==> config.mk <==
export PLATFORM = sky130hd
export DESIGN_NAME = paddle_pos_sync
export DESIGN_NICKNAME = d
export VERILOG_FILES = /design/src/rtl/paddle_pkg.sv /design/src/rtl/paddle_axis_slew.sv /design/src/rtl/paddle_pos_sync.sv
export SDC_FILE = /design/constraint.sdc
export NUM_CORES = 1
export LEC_CHECK = 0
export BUFFER_PORTS_ARGS = -buffer_cell sky130_fd_sc_hd__clkbuf_2
export CORE_ASPECT_RATIO = 0.5
export CORE_MARGIN = 4
export CORE_UTILIZATION = 40
export CTS_CLUSTER_DIAMETER = 100
export DETAILED_ROUTE_END_ITERATION = 12
export PLACE_DENSITY = 0.66
export SLEW_MARGIN = 20
export SYNTH_ARGS = -nofsm -noshare
export SYNTH_HDL_FRONTEND = slang
export SYNTH_HIERARCHICAL = 1
export SYNTH_SLANG_ARGS = --single-unit
export TNS_END_PERCENT = 50
==> constraint.sdc <==
create_clock -name clk -period 7.2 [get_ports clk]
set_clock_uncertainty 0.05 [all_clocks]
set_input_delay 1.44 -clock clk [delete_from_list [all_inputs] [get_ports clk]]
set_output_delay 1.44 -clock clk [all_outputs]
set_load 0.02 [all_outputs]
==> src/rtl/paddle_pkg.sv <==
// rtl/paddle_pkg.sv - shared paddle geometry, coordinate type, FSM states and clamp helper
//
// Shared by the paddle position block and the pixel-color block so both use
// identical box limits.

package paddle_pkg;

    typedef logic [15:0] coord_t;

    localparam int SCREEN_W_DEF     = 640;
    localparam int SCREEN_H_DEF     = 480;
    localparam int PAD_W_DEF        = 102;
    localparam int PAD_H_DEF        = 76;
    localparam int HALF_W           = PAD_W_DEF / 2;
    localparam int HALF_H           = PAD_H_DEF / 2;
    localparam int X_MAX            = SCREEN_W_DEF - PAD_W_DEF;
    localparam int Y_MAX            = SCREEN_H_DEF - PAD_H_DEF;
    localparam int MAX_STEP_DEF     = 16;
    localparam int X_RESET_DEF      = 269;
    localparam int Y_RESET_DEF      = 202;
    localparam int STALE_FRAMES_DEF = 60;

    typedef enum logic [1:0] {
        IDLE  = 2'd0,
        TRACK = 2'd1,
        STEP  = 2'd2
    } state_t;

    // Converts a requested centre coordinate into a top-left corner that keeps
    // the box on screen. The subtraction is done one bit wider so a borrow is
    // visible and clamps to zero instead of wrapping to a huge value.
    function automatic coord_t clamp_coord(input coord_t raw, input coord_t half,
                                           input coord_t max_val);
        logic [16:0] diff;
        coord_t      res;
        diff = {1'b0, raw} - {1'b0, half};
        if (diff[16]) begin
            res = '0;
        end else if (diff[15:0] > max_val) begin
            res = max_val;
        end else begin
            res = diff[15:0];
        end
        return res;
    endfunction

endpackage

==> src/rtl/paddle_axis_slew.sv <==
// rtl/paddle_axis_slew.sv - one-axis rate-limited step toward a target
//
// Ports:
//   cur       current coordinate
//   tgt       target coordinate
//   max_step  largest allowed move in one step
//   nxt       coordinate after one step toward tgt
//   at_target cur already equals tgt (no movement needed)
// Purely combinational.

module paddle_axis_slew
    import paddle_pkg::*;
(
    input  coord_t cur,
    input  coord_t tgt,
    input  coord_t max_step,
    output coord_t nxt,
    output logic   at_target
);

    always_comb begin
        nxt       = tgt;
        at_target = (cur == tgt);
        if (tgt > cur) begin
            if ((tgt - cur) > max_step) begin
                nxt = cur + max_step;
            end
        end else begin
            if ((cur - tgt) > max_step) begin
                nxt = cur - max_step;
            end
        end
    end

endmodule

==> src/rtl/paddle_pos_sync.sv <==
// rtl/paddle_pos_sync.sv - frame-synchronous, clamped and slew-limited paddle position
//
// Ports:
//   clk, rst        clock and synchronous active-low reset
//   in_x, in_y      requested paddle centre (valid/ready handshake)
//   in_valid        sample valid
//   in_ready        sample can be accepted (low only during the STEP cycle)
//   frame_start     one-cycle pulse at start of vertical blanking
//   x_loc, y_loc    committed top-left corner of the paddle box
//   loc_updated     one-cycle pulse coincident with a change of x_loc/y_loc
//   stale           no sample accepted for STALE_FRAMES frames

module paddle_pos_sync
    import paddle_pkg::*;
#(
    parameter int SCREEN_W     = SCREEN_W_DEF,
    parameter int SCREEN_H     = SCREEN_H_DEF,
    parameter int PAD_W        = PAD_W_DEF,
    parameter int PAD_H        = PAD_H_DEF,
    parameter int MAX_STEP     = MAX_STEP_DEF,
    parameter int X_RESET      = X_RESET_DEF,
    parameter int Y_RESET      = Y_RESET_DEF,
    parameter int STALE_FRAMES = STALE_FRAMES_DEF
) (
    input  logic        clk,
    input  logic        rst,
    input  logic [15:0] in_x,
    input  logic [15:0] in_y,
    input  logic        in_valid,
    output logic        in_ready,
    input  logic        frame_start,
    output logic [15:0] x_loc,
    output logic [15:0] y_loc,
    output logic        loc_updated,
    output logic        stale
);

    localparam int CNT_W = $clog2(STALE_FRAMES + 1);

    localparam coord_t HALF_W_C   = coord_t'(PAD_W / 2);
    localparam coord_t HALF_H_C   = coord_t'(PAD_H / 2);
    localparam coord_t X_MAX_C    = coord_t'(SCREEN_W - PAD_W);
    localparam coord_t Y_MAX_C    = coord_t'(SCREEN_H - PAD_H);
    localparam coord_t MAX_STEP_C = coord_t'(MAX_STEP);
    localparam coord_t X_RESET_C  = coord_t'(X_RESET);
    localparam coord_t Y_RESET_C  = coord_t'(Y_RESET);

    localparam logic [CNT_W-1:0] STALE_MAX = CNT_W'(STALE_FRAMES);
    localparam logic [CNT_W-1:0] CNT_ONE   = CNT_W'(1);

    state_t           state_q, state_d;
    coord_t           x_loc_q, x_loc_d;
    coord_t           y_loc_q, y_loc_d;
    coord_t           tgt_x_q, tgt_x_d;
    coord_t           tgt_y_q, tgt_y_d;
    coord_t           step_x_q, step_x_d;
    coord_t           step_y_q, step_y_d;
    logic             loc_updated_q, loc_updated_d;
    logic             in_ready_q, in_ready_d;
    logic             stale_q, stale_d;
    logic             seen_q, seen_d;
    logic [CNT_W-1:0] cnt_q, cnt_d;

    logic   accept;
    coord_t clamp_x, clamp_y;
    coord_t slew_cur_x, slew_cur_y;
    coord_t slew_nxt_x, slew_nxt_y;
    logic   at_x, at_y;

    assign accept  = in_valid && in_ready_q;
    assign clamp_x = clamp_coord(in_x, HALF_W_C, X_MAX_C);
    assign clamp_y = clamp_coord(in_y, HALF_H_C, Y_MAX_C);

    // During STEP the slew units look at the position about to be committed so
    // at_target tells whether the move finishes the trip; otherwise they look
    // at the committed position.
    assign slew_cur_x = (state_q == STEP) ? step_x_q : x_loc_q;
    assign slew_cur_y = (state_q == STEP) ? step_y_q : y_loc_q;

    paddle_axis_slew u_slew_x (
        .cur       (slew_cur_x),
        .tgt       (tgt_x_q),
        .max_step  (MAX_STEP_C),
        .nxt       (slew_nxt_x),
        .at_target (at_x)
    );

    paddle_axis_slew u_slew_y (
        .cur       (slew_cur_y),
        .tgt       (tgt_y_q),
        .max_step  (MAX_STEP_C),
        .nxt       (slew_nxt_y),
        .at_target (at_y)
    );

    always_comb begin
        state_d       = state_q;
        x_loc_d       = x_loc_q;
        y_loc_d       = y_loc_q;
        tgt_x_d       = tgt_x_q;
        tgt_y_d       = tgt_y_q;
        step_x_d      = step_x_q;
        step_y_d      = step_y_q;
        loc_updated_d = 1'b0;
        seen_d        = seen_q;
        cnt_d         = cnt_q;

        case (state_q)
            IDLE: begin
                if (!(at_x && at_y)) begin
                    state_d = TRACK;
                end
            end
            TRACK: begin
                // The step is latched from the target held before this edge,
                // so a sample arriving with frame_start waits for the next frame.
                if (frame_start) begin
                    step_x_d = slew_nxt_x;
                    step_y_d = slew_nxt_y;
                    state_d  = STEP;
                end
            end
            STEP: begin
                x_loc_d       = step_x_q;
                y_loc_d       = step_y_q;
                loc_updated_d = (step_x_q != x_loc_q) || (step_y_q != y_loc_q);
                state_d       = (at_x && at_y) ? IDLE : TRACK;
            end
            default: begin
                state_d = IDLE;
            end
        endcase

        if (accept) begin
            tgt_x_d = clamp_x;
            tgt_y_d = clamp_y;
        end

        // seen_q remembers a sample accepted since the last frame_start, so a
        // frame that had input does not count toward staleness.
        if (accept) begin
            cnt_d  = '0;
            seen_d = !frame_start;
        end else if (frame_start) begin
            if (!seen_q && (cnt_q != STALE_MAX)) begin
                cnt_d = cnt_q + CNT_ONE;
            end
            seen_d = 1'b0;
        end

        stale_d    = (cnt_d == STALE_MAX);
        in_ready_d = (state_d != STEP);
    end

    always_ff @(posedge clk) begin
        if (!rst) begin
            state_q       <= IDLE;
            x_loc_q       <= X_RESET_C;
            y_loc_q       <= Y_RESET_C;
            tgt_x_q       <= X_RESET_C;
            tgt_y_q       <= Y_RESET_C;
            step_x_q      <= X_RESET_C;
            step_y_q      <= Y_RESET_C;
            loc_updated_q <= 1'b0;
            in_ready_q    <= 1'b1;
            stale_q       <= 1'b0;
            seen_q        <= 1'b0;
            cnt_q         <= '0;
        end else begin
            state_q       <= state_d;
            x_loc_q       <= x_loc_d;
            y_loc_q       <= y_loc_d;
            tgt_x_q       <= tgt_x_d;
            tgt_y_q       <= tgt_y_d;
            step_x_q      <= step_x_d;
            step_y_q      <= step_y_d;
            loc_updated_q <= loc_updated_d;
            in_ready_q    <= in_ready_d;
            stale_q       <= stale_d;
            seen_q        <= seen_d;
            cnt_q         <= cnt_d;
        end
    end

    assign x_loc       = x_loc_q;
    assign y_loc       = y_loc_q;
    assign loc_updated = loc_updated_q;
    assign in_ready    = in_ready_q;
    assign stale       = stale_q;

endmodule

After elaboration in Yosys (flattened, before gate mapping). Index checks and enable logic that the tools add are counted.

Output and inout bits: 35. Bits of input ports: 36. Register bits: 108.

Add/sub/neg operators: 11. Multiplexer cells: 21. Magnitude comparators: 8. Equality and inequality tests: 9. Reduce and logical (&&, ||, !) cells: 10.

Operator list (count): $mux 16 (12); $gt 16x5->1 const B (4); $sub 16x16->16 (4); $sub 16x6->17 const B (2); $add 16x5->16 const B (2); $eq 16x16->1 (2); $gt 16x16->1 (2); $ne 16x16->1 (2); $sub 16x5->16 const B (2); $mux 6 (3); $gt 16x10->1 const B (1); $gt 16x9->1 const B (1); $add 6x1->6 const B (1); $eq 6x6->1 const B (1); $ne 6x6->1 const B (1); $pmux 2 s3 (1); $mux 2 (2); $reduce_and 2->1 (2); $logic_and 1x1->1 (3); $mux 1 (3); $eq 2x1->1 const B (1); $eq 2x2->1 const B (1); $logic_not 1->1 (2); $logic_not 2->1 (1); other kinds (3) (3).

Longest topological paths before layout.
Word-level depth: 7. Mapped depth: 29. Gate-level depth less buffers: 25.

Cells and area by module. Netlist, hierarchy kept.

By module, submodules not included: paddle_pos_sync (sequential area each 2162.1 µm², area an instance 5088.6 µm², cells each 557, times used 1); paddle_axis_slew at u_slew_y (sequential area each 0.0 µm², area an instance 4067.7 µm², cells each 555, times used 1); paddle_axis_slew at u_slew_x (sequential area each 0.0 µm², area an instance 4030.1 µm², cells each 543, times used 1).

Worst setup path before layout. OpenSTA, ideal clock, no wires.

Path type: reg2reg. From: register state_q[0]. To: register step_x_q[11]. Slack: 1.727 ns. Library setup time: 0.132 ns. Data required time: 7.018 ns. Cell stages (with the launch flop): 30. Path buffers: 4. Data arrival time: 5.290 ns. Period minus slack after synthesis: 5.473 ns. Path through: dfxtp_1 -> nand2b_1 -> clkbuf_1 -> clkbuf_1 -> mux2_2 -> inv_1 -> ha_1 -> inv_1 -> fa_1 -> a21o_1 -> a21oi_1 -> o21ai_0 -> o41ai_2 -> o31a_1 -> o21ai_1 -> a21oi_1 -> xnor2_1 -> ha_1 -> nand4_1 -> inv_1 -> and3_1 -> a221oi_2 -> a21oi_1 -> and2_4 -> buf_6 -> buf_8 -> a221o_1 -> a22o_1 -> nand2_1 -> a21oi_1.

Word-level cells in the longest chain between the ends: 6. Elaborated cells on any way between the ends: 14.

Ends and longest elaborated chain: start: declaration (RTL line paddle_pos_sync.sv:51) `state_t state_q, state_d;`; start signal: assignment (RTL line paddle_pos_sync.sv:170) `state_q <= state_d;`; $eq 2x2->1 * (RTL line paddle_pos_sync.sv:77) `assign slew_cur_x = (state_q == STEP) ? step_x_q : x_loc_q;`; $mux 16 *; net slew_cur_x[0] (RTL line paddle_pos_sync.sv:66) `coord_t slew_cur_x, slew_cur_y;`; $sub 16x16->16 (on tied branches) (RTL line paddle_axis_slew.sv:29, paddle_axis_slew.sv:25); $gt 16x5->1 (on tied branches) (RTL line paddle_axis_slew.sv:29, paddle_axis_slew.sv:25); $mux 16 (on tied branches) (RTL line paddle_axis_slew.sv:29, paddle_axis_slew.sv:25); $mux 16 * (RTL line paddle_axis_slew.sv:24) `if (tgt > cur) begin`; net slew_nxt_x[11] (RTL line paddle_pos_sync.sv:67) `coord_t slew_nxt_x, slew_nxt_y;`; end signal: assignment (RTL line paddle_pos_sync.sv:175) `step_x_q <= step_x_d;`; end: declaration (RTL line paddle_pos_sync.sv:56) `coord_t step_x_q, step_x_d;`.

Mark *: on every way through the listed nets, which the timed path passes. The rest lies on a longest branch. A chain may end at the register's enable or synchronous reset.

Final worst setup path.
From: register state_q[0]. To: register step_y_q[15].

Word-level cells in the longest chain between the ends: 6. Elaborated cells on any way between the ends: 14.

Ends and longest elaborated chain: $eq 2x2->1 * (RTL line paddle_pos_sync.sv:78) `assign slew_cur_y = (state_q == STEP) ? step_y_q : y_loc_q;`; $mux 16 *; net slew_cur_y[1] (RTL line paddle_pos_sync.sv:66); $sub 16x16->16 (on tied branches) (RTL line paddle_axis_slew.sv:29, paddle_axis_slew.sv:25); $gt 16x5->1 (on tied branches) (RTL line paddle_axis_slew.sv:29, paddle_axis_slew.sv:25); $mux 16 (on tied branches) (RTL line paddle_axis_slew.sv:29, paddle_axis_slew.sv:25); $mux 16 * (RTL line paddle_axis_slew.sv:24); net slew_nxt_y[15] (RTL line paddle_pos_sync.sv:67); end signal: assignment (RTL line paddle_pos_sync.sv:176) `step_y_q <= step_y_d;`; end: declaration (RTL line paddle_pos_sync.sv:57) `coord_t step_y_q, step_y_d;`.

Marks and branches as above.

==> results_dict.tcl <==
set metrics [dict create \
    fmax_mhz 158 \
    placedInstanceArea_um2 13900 \
    endpoint "step_y_q[15]" \
    maxSlewViolCount 0 \
    yosysSeqAreaShare_pct 16.4 \
    nets 1958 \
    die_area_um2 36100 \
    synthFlopType "dfxtp_1" \
    critPathMaxFanout 15 \
    cap_violations 0 \
    finalNonFillerCells 2161 \
    n_fill_cell 3230 \
    synth_seq_cells 108 \
    diodes 0 \
    clk_pin_slew_ns 0.08 \
    ir_drop_mv 0.116 \
    critPathRequiredTime_ns 7.36 \
    seqPwrFrac_pct 30.1 \
    grt_pass1_wl_mm 58.1 \
    end_kind "register" \
    synth_cells 1655 \
    cts_buffers 9 \
    min_period_ns 6.34 \
    hold_ws_ns 0.425 \
    path_class "reg -> reg" \
    cts.hold.buffers_added 0 \
    gp_congestion 0.915 \
    ctsResizeCount 0 \
    overflow 0 \
    r2r_cells 22 \
    postRouteAntennaNets 0 \
    setup_tns_ns 0 \
    hold_class "reg -> reg" \
    io_pins 71 \
    drc 0 \
    synthArstFlopShare_pct 0 \
    wirelength_mm 36.4 \
    rrSetupSlack_ns 0.86 \
    cp-startpoint "state_q[0]" \
    drive_gt1_share_pct 12.0 \
    dr_total_vias 12000 \
    dieWidth_um 265 \
    r2r-start "state_q[0]" \
    htree_levels 3 \
    firstDrtPassIters 8 \
    dp_hpwl_mm 29.1 \
    post-cts-setup-buffers 0 \
    coreArea_um2 32100 \
    switching_power_mw 0.860 \
    initial_core_util_pct 41.1 \
    timing_hold_violations_final 0 \
    track_usage_pct 19.6 \
    layout_common_cells "ha_1, inv_1, nand2_1, a21oi_1, dfxtp_1" \
    tightest_slew_ns 1.09 \
    final_common_cell "ha_1" \
    antenna_found_initial 0 \
    fin_util_pct 44.3 \
    p_sw_share_pct 39.8 \
    grt_max_degree 56 \
    synth.distinct_cells 112 \
    cts_sinks 108 \
    regToRegEndpoint "step_y_q[15]" \
    dp_cells 2146 \
    critical_path_arrival_ns 6.51 \
    finalSetupViolCount 0 \
    slew_headroom_pct 27.0 \
    ys.warnings.count 6 \
    pwr_density_cell_nw_per_um2 152 \
    fin_area_um2 14200 \
    root_buffer "clkbuf_16" \
    io_buffers 70 \
    grt_setup_unrepaired "no" \
    die_h_um 136 \
    tritoncts "done" \
    leakage_nw 6.30 \
    synth_edf_count 0 \
    wl_per_cell_um 16.8 \
    critPathLaunchType "register" \
    power_frac_clock_pct 24.0 \
    clock_latency_ns 0.36 \
    pwr-share-comb_pct 45.9 \
    finalCritPeriodShare_pct 88.1 \
    grt_pass1_vias 11200 \
    syn2layout_area_growth_pct 7.75 \
    syn_avg_cell_area_um2 7.97 \
    cts_buffer_depth 2 \
    intPower_mw 1.30 \
    synth_area_um2 13200 \
    vias_per_cell 5.54 \
    rows 46 \
    drt_iter0_drc 792 \
    outcome "completed" \
]
## routing by layer
layer | wire (µm) | GRT usage, %
met2 | 16600 | 33.2
met4 | 802 | 4.69
met1 | 17500 | 26.8
met5 | 0 | 0
met3 | 1530 | 2.06
## kinds of logic after synthesis
family                   count (synthesis)  share of synthesized area (%)
AO/OA/AOI/OAI                          465                           26.2
XOR/XNOR                               120                           7.97
adder cells (fa/ha/maj)                197                           19.1
buffers and inverters                  236                           7.91
flip-flops                             108                           16.4
multiplexers                            33                           2.81
other                                    2                         0.0570
AND/OR/NAND/NOR                        494                           19.5
## stage by stage
stage	worst slack, ns	power, mW
6_report	0.855	2.16
5_1_grt	0.432	2.31
4_1_cts	0.934	2.15
3_5_place_dp	0.983	1.63
3_3_place_gp	1.06	1.62
2_1_floorplan	1.73	1.44
## layout make-up
type / count / area, µm² / area share, %
clock buffer: 9 / 225 / 1.59
clock inverter: 6 / 77.6 / 0.546
inverter: 153 / 574 / 4.04
multi-input combinational: 1377 / 10200 / 72.0
sequential: 108 / 2160 / 15.2
tap: 432 / 541 / 3.80
timing repair buffer: 76 / 395 / 2.78
## registers in the layout, summed over array words and instances (netlist names)
name         flops
step_y_q        16
cnt_q            6
stale            1
step_x_q        16
tgt_x_q         16
y_loc           16
seen_q           1
in_ready         1
x_loc           16
state_q          2
tgt_y_q         16
loc_updated      1
## critical path, stage by stage, from the launching register on
cell	delay, ns
dfxtp_1	0.37
nand2b_2	0.35
mux2_2	0.46
inv_1	0.25
ha_1	0.22
a21oi_1	0.07
o21ai_0	0.36
a221oi_1	0.19
o31ai_1	0.50
o22ai_1	0.22
o21ai_0	0.23
xor2_1	0.10
ha_1	0.30
nand4_1	0.18
nor4_2	0.22
a21bo_1	0.25
o211ai_1	0.08
a21boi_1	0.41
and2_1	0.63
nor2_2	0.23
a221o_1	0.41
nand2_1	0.06
a21oi_1	0.06
## power by group through the flow
stage / Clock (mW) / Sequential, mW / Combinational (mW)
floorplan: 0 / 0.655 / 0.787
global placement: 0 / 0.663 / 0.955
detailed placement: 0 / 0.664 / 0.962
CTS: 0.530 / 0.650 / 0.968
global route: 0.553 / 0.653 / 1.10
finish: 0.519 / 0.650 / 0.990
## Yosys cell counts, types with 17 or more instances
cell | number | area share [%]
buf_2 | 21 | 0.80
ha_1 | 189 | 18
and3_1 | 25 | 1.2
o21ai_0 | 41 | 1.6
nand2_1 | 150 | 4.3
nor3_1 | 31 | 1.2
nand4_1 | 25 | 1.2
and2_1 | 36 | 1.7
o21bai_1 | 20 | 1.1
a21o_1 | 40 | 2.3
clkbuf_1 | 39 | 1.1
nand3_1 | 31 | 1.2
xor2_1 | 32 | 2.1
dfxtp_1 | 108 | 16
a21oi_1 | 141 | 5.4
mux2_2 | 32 | 2.7
inv_1 | 151 | 4.3
xnor2_1 | 88 | 5.8
nor2_1 | 85 | 2.4
or2_2 | 17 | 0.81
## worst min-delay path by stage
stage / from / to / slack (ns) / cells after the start
after CTS: cnt_q[5] / stale / 0.42 / 2
after global placement: step_x_q[15] / step_x_q[15] / 0.42 / 2
after floorplan: cnt_q[5] / stale / 0.39 / 2
after detailed placement: cnt_q[5] / stale / 0.42 / 2
final: cnt_q[5] / stale / 0.43 / 2
after global routing: cnt_q[5] / stale / 0.45 / 2
Note: power is estimated with default switching activity, not from simulation.
